### src/rtl/alu_arbiter.sv
// Round-robin sharing of one combinational ALU between two requesters.
// Each grant drives the ALU for one cycle and holds the result until the requester takes it.
module alu_arbiter #(
  parameter int unsigned DATA_WIDTH = 32,
  parameter int unsigned OP_WIDTH   = 4
) (
  input  logic                  clk,
  input  logic                  reset,
  input  logic                  req0_valid_i,
  input  logic [OP_WIDTH-1:0]   req0_op_i,
  input  logic [DATA_WIDTH-1:0] req0_a_i,
  input  logic [DATA_WIDTH-1:0] req0_b_i,
  output logic                  req0_ready_o,
  input  logic                  req1_valid_i,
  input  logic [OP_WIDTH-1:0]   req1_op_i,
  input  logic [DATA_WIDTH-1:0] req1_a_i,
  input  logic [DATA_WIDTH-1:0] req1_b_i,
  output logic                  req1_ready_o,
  output logic                  rsp0_valid_o,
  output logic [DATA_WIDTH-1:0] rsp0_data_o,
  output logic                  rsp0_err_o,
  input  logic                  rsp0_ready_i,
  output logic                  rsp1_valid_o,
  output logic [DATA_WIDTH-1:0] rsp1_data_o,
  output logic                  rsp1_err_o,
  input  logic                  rsp1_ready_i,
  output logic [OP_WIDTH-1:0]   alu_op_o,
  output logic [DATA_WIDTH-1:0] alu_a_o,
  output logic [DATA_WIDTH-1:0] alu_b_o,
  input  logic [DATA_WIDTH-1:0] alu_result_i,
  output logic                  busy_o
);

  localparam logic [OP_WIDTH-1:0] OP_INVALID = '1;

  typedef enum logic [1:0] {IDLE, ISSUE, RESP} state_t;

  state_t                state, next_state;
  logic                  grant, last_grant;
  logic [OP_WIDTH-1:0]   op_q;
  logic [DATA_WIDTH-1:0] a_q, b_q, result_q;
  logic                  err_q;

  logic                  winner;
  logic                  accept;
  logic [OP_WIDTH-1:0]   sel_op;
  logic [DATA_WIDTH-1:0] sel_a, sel_b;
  logic                  sel_invalid;
  logic                  rsp_ready_sel;

  // Under contention the port that did not win last time goes next.
  always_comb begin
    winner = 1'b0;
    if (req0_valid_i && req1_valid_i) winner = ~last_grant;
    else if (req1_valid_i)            winner = 1'b1;
  end

  assign req0_ready_o  = (state == IDLE) & req0_valid_i & ~winner;
  assign req1_ready_o  = (state == IDLE) & req1_valid_i &  winner;
  assign accept        = req0_ready_o | req1_ready_o;
  assign sel_op        = winner ? req1_op_i : req0_op_i;
  assign sel_a         = winner ? req1_a_i  : req0_a_i;
  assign sel_b         = winner ? req1_b_i  : req0_b_i;
  assign sel_invalid   = (sel_op == OP_INVALID);
  assign rsp_ready_sel = grant ? rsp1_ready_i : rsp0_ready_i;

  always_comb begin
    next_state = state;
    case (state)
      IDLE:    if (accept) next_state = sel_invalid ? RESP : ISSUE;
      ISSUE:   next_state = RESP;
      RESP:    if (rsp_ready_sel) next_state = IDLE;
      default: next_state = IDLE;
    endcase
  end

  always_ff @(posedge clk) begin
    if (!reset) begin
      state      <= IDLE;
      grant      <= 1'b0;
      last_grant <= 1'b1;
      op_q       <= '0;
      a_q        <= '0;
      b_q        <= '0;
      result_q   <= '0;
      err_q      <= 1'b0;
    end else begin
      state <= next_state;
      if (accept) begin
        op_q       <= sel_op;
        a_q        <= sel_a;
        b_q        <= sel_b;
        grant      <= winner;
        last_grant <= winner;
        err_q      <= sel_invalid;
        if (sel_invalid) result_q <= '0;
      end
      if (state == ISSUE) result_q <= alu_result_i;
    end
  end

  assign alu_op_o = (state == ISSUE) ? op_q : OP_INVALID;
  assign alu_a_o  = (state == ISSUE) ? a_q  : '0;
  assign alu_b_o  = (state == ISSUE) ? b_q  : '0;

  assign rsp0_valid_o = (state == RESP) & ~grant;
  assign rsp1_valid_o = (state == RESP) &  grant;
  assign rsp0_data_o  = rsp0_valid_o ? result_q : '0;
  assign rsp1_data_o  = rsp1_valid_o ? result_q : '0;
  assign rsp0_err_o   = rsp0_valid_o & err_q;
  assign rsp1_err_o   = rsp1_valid_o & err_q;
  assign busy_o       = (state != IDLE);

endmodule

### config.mk
export PLATFORM = sky130hd
export DESIGN_NAME = alu_arbiter
export DESIGN_NICKNAME = d
export VERILOG_FILES = /design/src/rtl/alu_arbiter.sv
export SDC_FILE = /design/constraint.sdc
export NUM_CORES = 1
export LEC_CHECK = 0
export ABC_AREA = 1
export CAP_MARGIN = 5
export CORE_AREA = 4 4 120 122
export CTS_BUF_LIST = sky130_fd_sc_hd__clkbuf_4
export DETAILED_ROUTE_END_ITERATION = 8
export DIE_AREA = 0 0 124 126
export DONT_BUFFER_PORTS = 1
export PLACE_DENSITY_LB_ADDON = 0.15
export SYNTH_ARGS = -nofsm -noshare
export SYNTH_HDL_FRONTEND = slang
export SYNTH_SLANG_ARGS = --single-unit
### constraint.sdc
create_clock -name clk -period 4 [get_ports clk]
set_input_delay 0.8 -clock clk [delete_from_list [all_inputs] [get_ports clk]]
set_output_delay 0.8 -clock clk [all_outputs]
set_load 0.02 [all_outputs]
## Word-level counts from Yosys, hierarchy flattened

Index checks and enable logic that the tools add are counted.

| storage, ports and cells | value |
|---|---|
| flip-flop bits (word level) | 105 |
| output and inout bits | 139 |
| word-level logic and storage cells | 50 |

| cells by class | value |
|---|---|
| eq/ne operators | 5 |
| multiplexer cells | 18 |
| bitwise gates (word level) | 12 |
| reductions and logical operators | 7 |

Operators with widths:

| kind | count |
|---|---|
| $mux 32 | 9 |
| $and 1x1->1 | 8 |
| $mux 4 | 2 |
| $mux 2 | 3 |
| $pmux 2 s3 | 1 |
| $reduce_bool 2->1 | 3 |
| $eq 4x4->1 const B | 1 |
| $ne 2x2->1 const B | 2 |
| $reduce_and 2->1 | 2 |
| $mux 1 | 3 |
| $not 1->1 | 3 |
| $eq 2x1->1 const B | 1 |
| $eq 2x2->1 const B | 1 |
| $logic_not 2->1 | 1 |
| $logic_and 1x1->1 | 1 |
| $or 1x1->1 | 1 |

## Longest topological paths before layout

| depth | value |
|---|---|
| word-level depth | 7 |
| gate-level depth with buffers | 9 |
| depth with buffers taken out | 9 |

## Worst setup path after synthesis

OpenSTA, ideal clock, no wires.

| path | value |
|---|---|
| path kind | in2out |
| start | in req0_valid_i |
| end | out req0_ready_o |
| arrival | 1.527 ns |
| slack | 1.673 ns |
| cell stages on the path | 5 |
| cells stage by stage | nand2_2 > nand2_2 > inv_1 > clkbuf_1 > nor2_1 |

| on the way | value |
|---|---|
| longest elaborated chain between the ends | 4 |

RTL lines:

| what | line | source |
|---|---|---|
| start, declared | 9 | `input logic req0_valid_i,` |
| $logic_and 1x1->1 | 54 | `if (req0_valid_i && req1_valid_i) winner = ~last_grant;` |
| $mux 1 | 54 |  |
| $not 1->1 | 58 | `assign req0_ready_o = (state == IDLE) & req0_valid_i & ~winner;` |
| $and 1x1->1 (*) | 58 |  |
| end, declared | 13 | `output logic req0_ready_o,` |

Every way passes the cells marked *; elsewhere a longest branch is shown, timed or not.

## Worst setup path after layout

| path | value |
|---|---|
| start | reg state[0] |
| end | out alu_b_o[11] |

| on the way | value |
|---|---|
| longest elaborated chain between the ends | 2 |

RTL lines:

| what | line | source |
|---|---|---|
| start, declared | 38 | `state_t state, next_state;` |
| start signal, assigned | 88 | `state <= next_state;` |
| $eq 2x1->1 | 104 | `assign alu_b_o = (state == ISSUE) ? b_q : '0;` |
| $mux 32 | 104 |  |
| end, declared | 29 | `output logic [DATA_WIDTH-1:0] alu_b_o,` |

No other way between the ends.

==> impl_results.md <==
* Biggest area consumer among synthesized cells: dfxtp_1
* Initial antenna violation count at 2
* Post-DP HPWL at 11.49 mm
* Complex-gate fraction of the synthesized area at 18.23%
* Hold Path End: last_grant$_SDFFE_PN1P_
* Pwr Density at 490.0 mW/mm^2
* Root buf cell: clkbuf_4
* Detailed router's first-iteration violation count at 240
* Top Ports at 313
* DRT antenna net count at 0
* Final TNS setup at 0 ns
* Nets at 941
* Clk_skew at 0.01175 ns
* Startpoint of the worst-slack reg-to-reg timing path: last_grant$_SDFFE_PN1P_
* Max-cap violation count at 0
* Reg2Reg Setup Slack at 1.66 ns
* Register area share after synthesis at 40.36%
* CP Launch Type: flip-flop
* Actual slew at the worst max-slew pin at 0.9306 ns
* CTS buffer count at 9
* Tmin final at 3.260 ns
* Initial core utilization at 39.49%
* I/O Buffers at 0
* Adder-Cell Fraction of Synth Area at 0%
* Reg2Reg Depth at 9
* Wire length per cell at 16.94 um
* Req. time, crit path at 3.20 ns
* Synth Instances at 810
* Synth area leaders: dfxtp_1 40%, nand2_1 12%, nor2_1 9.7%
* Total gr overflow at 0
* GPL Wtd Cong at 0.7534
* Fillers at 1457
* Final Max Slew Viols at 0
* Top routing layer in use: met4
* H-tree depth at 3
* Worst Path Arrival at 2.46 ns
* Metal1 wirelength at 6.036 mm
* Status: finished, final reports clean
* Layout area overhead at 2.811%
* Finished Layout Cells at 951
* CTS clk-pin slew, worst paths at 0.15 ns
* Simple-gate area share of the yosys netlist at 27.50%
* Clk_lat worst skew at 0.47 ns
* Syn nets at 984
* Relative slew slack at 37.58%
* DR DRC count at 0
* Global-route wire length before repair at 24.14 mm
* RSZ-0062 raised after global routing: false
* Chip height at 126 um
* CTS tree: built
* Die X-Extent at 124 um
* Inst Count DP at 932
* Vias per inst at 5.212
* Vias at 4957
* Worst Hold Class: input pin to flip-flop
* Drt pass-1 iters at 5
* Peak supply drop at 0.0001703 V
* Final hold viol count at 0
* Worst setup path class: flip-flop to output port
* Hold_buf cts at 0
* Die Area at 0.01562 sq mm
* Period utilization at 81.50%
* WL met2 at 8.223 mm
* Synthesized area per cell at 6.431 sq um
* Setup-failing EPs final at 0
* Fmax at 306.7 MHz
* Vias in the first global route at 4670
* Largest net degree at the start of global routing at 138
* CTS sink cnt at 105
* Core Rows at 42
* RR Endpoint: result_q[8]$_SDFFE_PN0P_
* Synth Area in XOR/XNOR at 0%
* Min-delay src: reset
* WHS Path Cells at 1
* Synthesized area at 0.005209 sq mm
* Share of cells above drive strength 1 at 5.052%
* Gr usage total at 19.65%
* WL met3 at 1.595 mm
* Leak at 2.017 nW
* Yosys top cell area share at 40.36%
* Most common cell after layout, fill and taps aside: nand2_1
* Most frequent cells in the layout: 173 x nand2_1, 134 x nor2_1, 106 x inv_1, 105 x dfxtp_1, 64 x a31oi_1
* Post-synthesis cell type count at 23
* Core area at 0.01319 sq mm
* CP max FO at 51
* Routed WL at 16.11 mm
* Post-CTS Setup Inserts at 0
* Yosys warns at 0
* Maximum root-to-sink buffer count at 2
* Synth Register Bits at 105
* Mux share of post-synthesis cell area at 0%
* CP endpoint kind: output port
* Largest family of logic cells by synthesized area: simple AND/OR/NAND/NOR gates
* Post-CTS sizing at 0
layer usage:
metal  track usage, %  vias to the layer above
met4            7.216                        0
li1                 -                     2475
met1            21.99                     2248
met3            5.695                       18
met5                0                        -
met2            34.90                      216
power by group:
part	internal (mW)	switching (mW)
clock	0.189	0.365
sequential	1.22	0.0868
combinational	0.206	0.557
total	1.62	1.01
how the worst max path moves through the flow:
stage,start,endpoint,slack [ns],cells past startpoint
2_1_floorplan,req0_valid_i,req0_ready_o,1.67,5
4_1_cts,state[0]$_SDFFE_PN0P_,alu_b_o[11],0.62,5
5_1_grt,state[0]$_SDFFE_PN0P_,alu_b_o[11],0.44,5
3_5_place_dp,req0_valid_i,result_q[8]$_SDFFE_PN0P_,1.14,9
3_3_place_gp,state[0]$_SDFFE_PN0P_,alu_b_o[18],1.24,5
6_report,state[0]$_SDFFE_PN0P_,alu_b_o[11],0.74,5
sequential cells by signal, indices dropped and copies added (netlist names):
signal and cells:
result_q 32, op_q 4, grant 1, b_q 32, last_grant 1, state 2, err_q 1, a_q 32
through the flow:
stage          hold slack, ns  utilization (%)  instance area [sq um]  total power, mW  setup slack (ns)
2_1_floorplan          0.4537                -                   5209            1.981             1.673
3_3_place_gp           0.4676            39.50                   5210            2.085             1.236
3_5_place_dp           0.4724            39.50                   5210            2.103             1.143
4_1_cts                0.3699            40.54                   5348            2.665            0.6248
5_1_grt                0.3874            40.58                   5353            2.817            0.4398
6_report               0.4350            40.60                   5355            2.624            0.7400
cell families after synthesis:
logic type | after synthesis
and+or+nand+nor | 358
buffers and inverters | 174
AOI/OAI and AO/OA | 173
DFF | 105
final cells by class:
cell class	count	area [sq um]	share of cell area [%]
multi-input combinational	531	2390	44.63
clock inverter	7	70.07	1.308
tap	176	220.2	4.112
inverter	111	417.9	7.804
timing repair buffer	9	80.08	1.495
clock buffer	9	67.56	1.262
antenna	3	7.507	0.1402
sequential	105	2102	39.25
Yosys cell counts, drive strengths merged:
library cell and count:
clkbuf 39, or2 4, inv 110, nand3b 4, o21ai 69, nand3 37
buf 24, a31oi 64, clkinv 1, o211ai 1, dfxtp 105, nor2 137
o22ai 1, nand2 176, a21oi 38
critical path: stages (launching register included):
cell      delay (ns)
dfxtp_1         0.38
inv_1           0.09
nor2_2          0.12
clkinv_2        0.55
buf_4           0.45
nor2_1          0.39
No activity file was read; power rests on OpenSTA's default activity.
